**config.mk**
```make
export PLATFORM = sky130hd
export DESIGN_NAME = io_load_controller
export DESIGN_NICKNAME = d
export VERILOG_FILES = /design/src/rtl/io_pkg.sv /design/src/rtl/io_byte_packer.sv /design/src/rtl/io_load_controller.sv
export SDC_FILE = /design/constraint.sdc
export NUM_CORES = 1
export LEC_CHECK = 0
export BUFFER_PORTS_ARGS = -buffer_cell sky130_fd_sc_hd__buf_2
export CELL_PAD_IN_SITES_DETAIL_PLACEMENT = 1
export CELL_PAD_IN_SITES_GLOBAL_PLACEMENT = 1
export CORE_AREA = 8 8 83 85
export DETAILED_ROUTE_END_ITERATION = 7
export DIE_AREA = 0 0 91 93
export MAX_ROUTING_LAYER = met4
export PLACE_DENSITY_LB_ADDON = 0.1
export SLEW_MARGIN = 20
export SYNTH_ARGS = -nofsm -noshare
export SYNTH_HDL_FRONTEND = slang
export SYNTH_SLANG_ARGS = --single-unit
```
**constraint.sdc**
```tcl
create_clock -name clk -period 3.4 [get_ports clk]
set_input_delay 0.17 -clock clk [delete_from_list [all_inputs] [get_ports clk]]
set_output_delay 0.17 -clock clk [all_outputs]
set_load 0.02 [all_outputs]
```
**src/rtl/io_pkg.sv**
```systemverilog
// Shared definitions for the IO Module input path: FSM state encoding and
// default stream/word geometry.
package io_pkg;

    localparam int IO_BYTE_WIDTH     = 8;
    localparam int IO_BYTES_PER_WORD = 4;

    typedef enum logic [2:0] {
        IO_IDLE    = 3'd0,
        IO_CLEAR   = 3'd1,
        IO_COLLECT = 3'd2,
        IO_WRITE   = 3'd3,
        IO_DONE    = 3'd4
    } io_state_e;

endpackage

```
**src/rtl/io_byte_packer.sv**
```systemverilog
// Shift register that packs incoming bytes big-endian into one word and
// flags the byte that completes the word.
module io_byte_packer
    import io_pkg::*;
#(
    parameter int BYTE_WIDTH     = IO_BYTE_WIDTH,
    parameter int BYTES_PER_WORD = IO_BYTES_PER_WORD
) (
    input  logic                                 clk,
    input  logic                                 rst_n,
    input  logic                                 clear,
    input  logic                                 accept,
    input  logic [BYTE_WIDTH-1:0]                byte_in,
    output logic [BYTE_WIDTH*BYTES_PER_WORD-1:0] word,
    output logic                                 word_ready
);

    localparam int IDX_W  = $clog2(BYTES_PER_WORD);
    localparam int WORD_W = BYTE_WIDTH * BYTES_PER_WORD;

    logic [IDX_W-1:0]  idx_r;
    logic [WORD_W-1:0] pack_r;

    // Combinational only towards the FSM next-state logic, never to an output.
    assign word_ready = accept && (idx_r == IDX_W'(BYTES_PER_WORD - 1));
    assign word       = pack_r;

    // Byte index and pack register; older bytes move towards the MSBs.
    always_ff @(posedge clk or negedge rst_n) begin
        if (!rst_n) begin
            idx_r  <= {IDX_W{1'b0}};
            pack_r <= {WORD_W{1'b0}};
        end else if (clear) begin
            idx_r  <= {IDX_W{1'b0}};
            pack_r <= {WORD_W{1'b0}};
        end else if (accept) begin
            pack_r <= {pack_r[WORD_W-BYTE_WIDTH-1:0], byte_in};
            idx_r  <= word_ready ? {IDX_W{1'b0}} : idx_r + IDX_W'(1);
        end
    end

endmodule

```
**src/rtl/io_load_controller.sv**
```systemverilog
// IO Module input-path front end: packs the byte stream into words and writes
// them to coefficient memory at the address supplied by the external counter.
module io_load_controller
    import io_pkg::*;
#(
    parameter int BYTE_WIDTH     = IO_BYTE_WIDTH,
    parameter int BYTES_PER_WORD = IO_BYTES_PER_WORD,
    parameter int ADDR_WIDTH     = 8
) (
    input  logic                                 clk,
    input  logic                                 rst_n,
    input  logic                                 load_start,
    input  logic [ADDR_WIDTH-1:0]                word_count,
    input  logic                                 in_valid,
    input  logic [BYTE_WIDTH-1:0]                in_data,
    output logic                                 in_ready,
    input  logic [ADDR_WIDTH-1:0]                cnt_value,
    output logic                                 cnt_clear,
    output logic                                 cnt_enable,
    output logic                                 cnt_up_down,
    output logic [ADDR_WIDTH-1:0]                cnt_limit,
    output logic                                 mem_we,
    output logic [ADDR_WIDTH-1:0]                mem_addr,
    output logic [BYTE_WIDTH*BYTES_PER_WORD-1:0] mem_wdata,
    output logic                                 busy,
    output logic                                 done
);

    io_state_e             state_r;
    io_state_e             state_s;
    logic [ADDR_WIDTH-1:0] cnt_limit_r;
    logic                  busy_r;
    logic                  accept_s;
    logic                  word_ready_s;

    assign accept_s = in_valid && (state_r == IO_COLLECT);

    io_byte_packer #(
        .BYTE_WIDTH     (BYTE_WIDTH),
        .BYTES_PER_WORD (BYTES_PER_WORD)
    ) u_packer (
        .clk        (clk),
        .rst_n      (rst_n),
        .clear      (state_r == IO_CLEAR),
        .accept     (accept_s),
        .byte_in    (in_data),
        .word       (mem_wdata),
        .word_ready (word_ready_s)
    );

    // State register, latched load length and busy flag.
    always_ff @(posedge clk or negedge rst_n) begin
        if (!rst_n) begin
            state_r     <= IO_IDLE;
            cnt_limit_r <= {ADDR_WIDTH{1'b0}};
            busy_r      <= 1'b0;
        end else begin
            state_r <= state_s;
            busy_r  <= (state_s != IO_IDLE);
            if ((state_r == IO_IDLE) && load_start) begin
                cnt_limit_r <= word_count;
            end
        end
    end

    // Next-state logic plus strobes decoded from the current state only.
    always_comb begin
        state_s    = state_r;
        in_ready   = 1'b0;
        cnt_clear  = 1'b0;
        cnt_enable = 1'b0;
        mem_we     = 1'b0;
        done       = 1'b0;
        case (state_r)
            IO_IDLE: begin
                if (load_start) begin
                    state_s = IO_CLEAR;
                end else begin
                    state_s = IO_IDLE;
                end
            end
            IO_CLEAR: begin
                cnt_clear = 1'b1;
                state_s   = IO_COLLECT;
            end
            IO_COLLECT: begin
                in_ready = 1'b1;
                if (word_ready_s) begin
                    state_s = IO_WRITE;
                end else begin
                    state_s = IO_COLLECT;
                end
            end
            IO_WRITE: begin
                mem_we     = 1'b1;
                cnt_enable = 1'b1;
                // The counter wraps to 0 on this same enable, ready for the next load.
                if (cnt_value == cnt_limit_r) begin
                    state_s = IO_DONE;
                end else begin
                    state_s = IO_COLLECT;
                end
            end
            IO_DONE: begin
                done    = 1'b1;
                state_s = IO_IDLE;
            end
            default: begin
                state_s = IO_IDLE;
            end
        endcase
    end

    assign cnt_up_down = 1'b1;
    assign cnt_limit   = cnt_limit_r;
    assign mem_addr    = cnt_value;
    assign busy        = busy_r;

endmodule

```
Word-level counts from Yosys, hierarchy flattened
Index checks and enable logic that the tools add are counted.
{"block": "word_totals", "ff_bits": 46, "input_bits": 28, "out_inout_bits": 55, "elab_cells": 31}
{"block": "classes", "n_addsub": 1, "eq_ne": 6, "mux": 13, "reduce_logical": 6}
{"op": "32-bit two-way mux", "n": 2}
{"op": "3-bit case mux with 4 select lines", "n": 1}
{"op": "8-bit equality test", "n": 1}
{"op": "3-bit by 2-bit equality test with 1-bit output (second input constant)", "n": 2}
{"op": "1-bit two-way mux", "n": 6}
{"op": "2-bit two-way mux", "n": 3}
{"op": "3-bit by 1-bit equality test with 1-bit output (second input constant)", "n": 1}
{"op": "3-bit equality test (second input constant)", "n": 1}
{"op": "1-bit logical AND", "n": 3}
{"op": "3-bit logical NOT", "n": 1}
{"op": "3-bit two-way mux", "n": 1}
{"op": "3-bit nonzero test", "n": 1}
{"op": "2-bit by 1-bit adder with 2-bit output (second input constant)", "n": 1}
{"op": "2-bit equality test (second input constant)", "n": 1}
{"op": "2-bit nonzero test", "n": 1}

Logic depth before layout (Yosys ltp)
{"block": "logic_depth", "word_depth": 6, "ltp_mapped": 6, "depth_no_buf": 4}

By module
A second synthesis with hierarchy kept.
{"block": "unflattened", "hier_cells": 168, "area_unflattened_um2": 2083.2}
{"mod": "io_byte_packer", "instances": 1, "cells_per_inst": 112, "area_per_inst_um2": 1427.6, "seq_area_each_um2": 850.8}
{"mod": "io_load_controller", "instances": 1, "cells_per_inst": 56, "area_per_inst_um2": 655.6, "seq_area_each_um2": 300.3}

Worst setup path after synthesis
Ideal clock, no wire load.
{"block": "synth_path", "path_kind": "reg-to-reg", "startpoint": "register state_r[0]", "endpoint": "register u_packer.pack_r[16], in the netlist u_packer.word[16]", "setup_time_ns": 0.074, "arrival_time_ns": 1.368, "t_required_ns": 3.326, "slack_ns": 1.958, "path_stages_with_launch": 7, "n_path_buf": 2, "synth_period_minus_slack_ns": 1.442, "cell_sequence": "dfrtp_1 > nor3b_4 > and2_1 > buf_6 > buf_8 > nand2_1 > a21oi_2"}
{"block": "synth_between", "elab_chain_len": 3, "word_cells_on_any_way": 5, "classes_between": "eq/ne: 2; mux: 1; reduce/logical: 2"}
{"element": "start, declared", "line": "io_load_controller.sv:29", "source": "io_state_e state_r;"}
{"element": "start signal, assigned", "line": "io_load_controller.sv:58", "source": "state_r <= state_s;"}
{"element": "3-bit by 2-bit equality test with 1-bit output", "line": "io_load_controller.sv:36", "source": "assign accept_s = in_valid && (state_r == IO_COLLECT);"}
{"element": "1-bit logical AND", "line": "io_load_controller.sv:36"}
{"element": "2-bit nonzero test (no source line)"}
{"element": "end signal, assigned", "line": "io_byte_packer.sv:32", "source": "pack_r <= {WORD_W{1'b0}};"}
{"element": "end signal, assigned", "line": "io_byte_packer.sv:35", "source": "pack_r <= {WORD_W{1'b0}};"}
{"element": "end signal, assigned", "line": "io_byte_packer.sv:37", "source": "pack_r <= {pack_r[WORD_W-BYTE_WIDTH-1:0], byte_in};"}
{"element": "end, declared", "line": "io_byte_packer.sv:22", "source": "logic [WORD_W-1:0] pack_r;"}
Several ways; a longest one is shown, not always the timed one.
A chain may end at the register's enable or synchronous reset.

Final worst setup path
{"block": "layout_path", "startpoint": "register state_r[1]", "endpoint": "output port cnt_clear"}
{"block": "layout_between", "elab_chain_len": 2}
{"element": "3-bit by 1-bit equality test with 1-bit output", "line": "io_load_controller.sv:74", "source": "case (state_r)"}
{"element": "1-bit two-way mux", "line": "io_load_controller.sv:74"}
{"element": "end, declared", "line": "io_load_controller.sv:18", "source": "output logic cnt_clear,"}
No other way between the ends.

==> metrics.md <==
| Metric | Value |
|---|---|
| IO Pins | `83` |
| Critical path class | `reg -> out` |
| CTS Buf Count | `5` |
| Clock Root Buffer | `clkbuf_8` |
| Minimum clock period | `2.01 ns` |
| Via count | `1630` |
| Syn nets | `235` |
| Synthesized area | `0.00205 mm²` |
| Post-Layout Inst Area | `0.00252 mm²` |
| Placed cell areas | `0.00242 mm²` |
| Cell variety after synth | `28` |
| Ant diodes | `0` |
| Vias/cell | `4.63` |
| Critical Path Fanout Max | `24` |
| Largest net degree at the start of global routing | `47` |
| F_max | `497 MHz` |
| Mean area per synthesized cell | `9.96 µm²` |
| Global-route wire length before repair | `9.20 mm` |
| Largest cells by area after synthesis | `dfrtp_1 (56%), nand2_1 (12%), nand3_1 (5.6%)` |
| Arr. time, crit path | `1.84 ns` |
| Core ar. | `0.00568 mm²` |
| Worst slew margin | `56.8%` |
| # clock sinks | `46` |
| Clock Latency Late Sink | `0.30 ns` |
| Rows | `28` |
| Synth Register Bits | `46` |
| Post-Route WL | `5.36 mm` |
| Hold Crit Start | `in_data[1]` |
| Slew Viols, Final | `0` |
| Die width | `91 µm` |
| Total Routing Usage GR | `13.7%` |
| Reg2reg setup slack | `1.79 ns` |
| Period utilisation layout | `59.2%` |
| Final RePlAce weighted congestion | `0.681` |
| Register Area | `0.00115 mm²` |
| Footprint of the multi-input gates | `747 µm²` |
| Peak supply drop | `0.274 mV` |
| Maxcap violations | `0` |
| Final setup fails | `0` |
| Critical path launch point type | `flip-flop` |
| Post-CTS sizing | `0` |
| Die Height | `93 µm` |
| TritonCTS clock tree | `done` |
| P_leak | `1.39 nW` |
| Share of the synthesized area in the top cell type | `56.1%` |
| Area leader, netlist | `dfrtp_1` |
| CTS Hold Bufs | `0` |
| Initial antenna violation count | `0` |
| Share of post-route cells with drive strength above 1 | `39.7%` |
| Fillers | `698` |
| Post-CTS Setup Bufs | `0` |
| Synth Warn # | `0` |
| Starting density of the core | `36.2%` |
| DP HPWL | `3.92 mm` |
| IO Port Bufs | `81` |
| CP required | `3.23 ns` |
| Total Nets Final | `305` |
| Reg2reg start | `state_r[0]` |
| Status | `complete, no violations` |
| Worst min path class | `in -> reg` |
| Power Density | `754 mW/mm²` |
| Post-Syn Instances | `206` |
| Clock Tree Buf Depth | `2` |
| Wire per inst | `15.2 µm` |
| Clock-pin slew on the worst setup and hold paths | `0.09 ns` |
| Worst hold path cell count | `3` |
| Worst Hold End | `u_packer.word[1]` |
| Drt initial violations | `32` |
| Final hold vios | `0` |
| Pre-antenna DRT Iters | `4` |
| P&R area growth vs syn | `22.9%` |
| Worst-margin pin slew | `0.645 ns` |
| Htree depth | `2` |
| Final ANT Viol Nets | `0` |
| Die area | `0.00846 mm²` |
| Number of global-route vias before repair | `1786` |
| Unrepaired setup endpoints after global routing | `no` |
| Setup TNS | `0 ns` |
| Remaining routing DRC violations | `0` |
| RR Endpoint | `u_packer.word[14]` |
| Clk_skew | `0.00959 ns` |
| GR Overflow Total | `0` |
| Critical Path Sink Type | `primary output` |
| Seq/Total Area, Yosys | `56.1%` |
| Worst reg-to-reg path cell count | `4` |
-- worst max path at each step --
stage	startpoint	to	slack, ns	cells past startpoint
2_1_floorplan	state_r[0]	u_packer.word[16]	1.96	6
3_3_place_gp	state_r[1]	cnt_clear	1.72	5
3_5_place_dp	state_r[1]	cnt_clear	1.70	5
4_1_cts	state_r[1]	cnt_clear	1.35	5
5_1_grt	state_r[1]	cnt_clear	1.23	5
6_report	state_r[1]	cnt_clear	1.39	5
-- per-stage QoR --
step / power, W / std cells / util (%) / setup slack (ns) / hold WS, ns
after floorplan: 0.00133 / 206 / - / 1.96 / -0.126
after global placement: 0.00158 / 343 / 42.6 / 1.72 / 0.363
after detailed placement: 0.00160 / 343 / 42.6 / 1.70 / 0.371
after CTS: 0.00195 / 351 / 44.2 / 1.35 / 0.0457
after global routing: 0.00205 / 352 / 44.4 / 1.23 / 0.0475
final: 0.00190 / 352 / 44.4 / 1.39 / 0.0549
-- layer usage --
| layer | GRT usage [%] | up-vias | routed length (µm) |
|---|---|---|---|
| met2 | 20.5 | 44 | 2540 |
| met1 | 17.5 | 782 | 2490 |
| met5 | - | - | 0 |
| li1 | - | 799 | - |
| met4 | 3.68 | 0 | 48 |
| met3 | 4.57 | 5 | 286 |
-- report_power, final --
group          internal, W  total [W]  switching (W)
registers         0.000716   0.000847       0.000130
clock network     0.000145   0.000339       0.000194
logic             0.000263   0.000717       0.000454
-- placed cells by master, fill, tap and decap left out --
cell type      instances
a21oi_1                3
a21oi_2                8
a311oi_1               1
a31o_2                 1
and2_1                 1
and3_1                 2
buf_2                 80
buf_4                  3
clkbuf_8               5
clkinv_2               1
clkinv_4               1
clkinvlp_4             1
conb_1                 1
dfrtp_1               46
dlygate4sd3_1          1
ha_1                   1
inv_1                  2
mux2_2                 8
nand2_1               68
nand2_2                1
nand3_1               23
nand4_1                1
nor2_1                 4
nor3_1                 2
nor3b_4                1
nor4_1                 1
nor4b_1                1
o31ai_1                1
xnor2_1                3
xor2_1                 5
-- worst max-delay path, cell delays in order, from the launching register on --
cell and delay, ns:
dfrtp_1 0.46, nor2_1 0.13, nand2_1 0.06, buf_4 0.23, inv_1 0.40, buf_2 0.26
-- logic make-up (layout without fill, tap and decap cells) --
kind of cell / Yosys count / after routing / synth area share (%)
XOR/XNOR: 8 / 8 / 3.41
AO/OA/AOI/OAI: 14 / 14 / 5.37
flip-flops: 46 / 46 / 56.1
adder cells (fa/ha/maj): 1 / 1 / 0.610
buffers and inverters: 23 / 94 / 7.50
other: 1 / 1 / 0.183
multiplexers: 8 / 8 / 4.39
AND/OR/NAND/NOR: 105 / 105 / 22.4
-- layout make-up --
| cell class | count | share of cell area [%] |
|---|---|---|
| Clock buffer | 5 | 2.73 |
| Clock inverter | 3 | 0.843 |
| Inverter | 2 | 0.298 |
| Multi-Input combinational cell | 137 | 29.6 |
| Sequential cell | 46 | 45.6 |
| Tap cell | 75 | 3.72 |
| Timing Repair Buffer | 84 | 17.2 |
-- cells in the mapped netlist --
master / count
nor3b_4: 1
inv_1: 2
and3_1: 2
clkbuf_1: 4
xnor2_1: 3
nand4_1: 1
nor3_1: 2
nand3_1: 23
nor4_1: 1
nand2_1: 68
buf_6: 1
mux2_2: 8
a31o_2: 1
ha_1: 1
dfrtp_1: 46
nor4b_1: 1
a311oi_1: 1
nand2_2: 1
and2_1: 1
o31ai_1: 1
xor2_1: 5
buf_2: 3
buf_8: 1
buf_4: 12
nor2_1: 4
conb_1: 1
a21oi_2: 8
a21oi_1: 3
-- sequential cells by signal, summed over array words and instances, names as in the netlist --
| name | flops |
|---|---|
| u_packer.word | 32 |
| cnt_limit | 8 |
| state_r | 3 |
| u_packer.idx_r | 2 |
| busy | 1 |
Note: power is estimated with default switching activity, not from simulation.
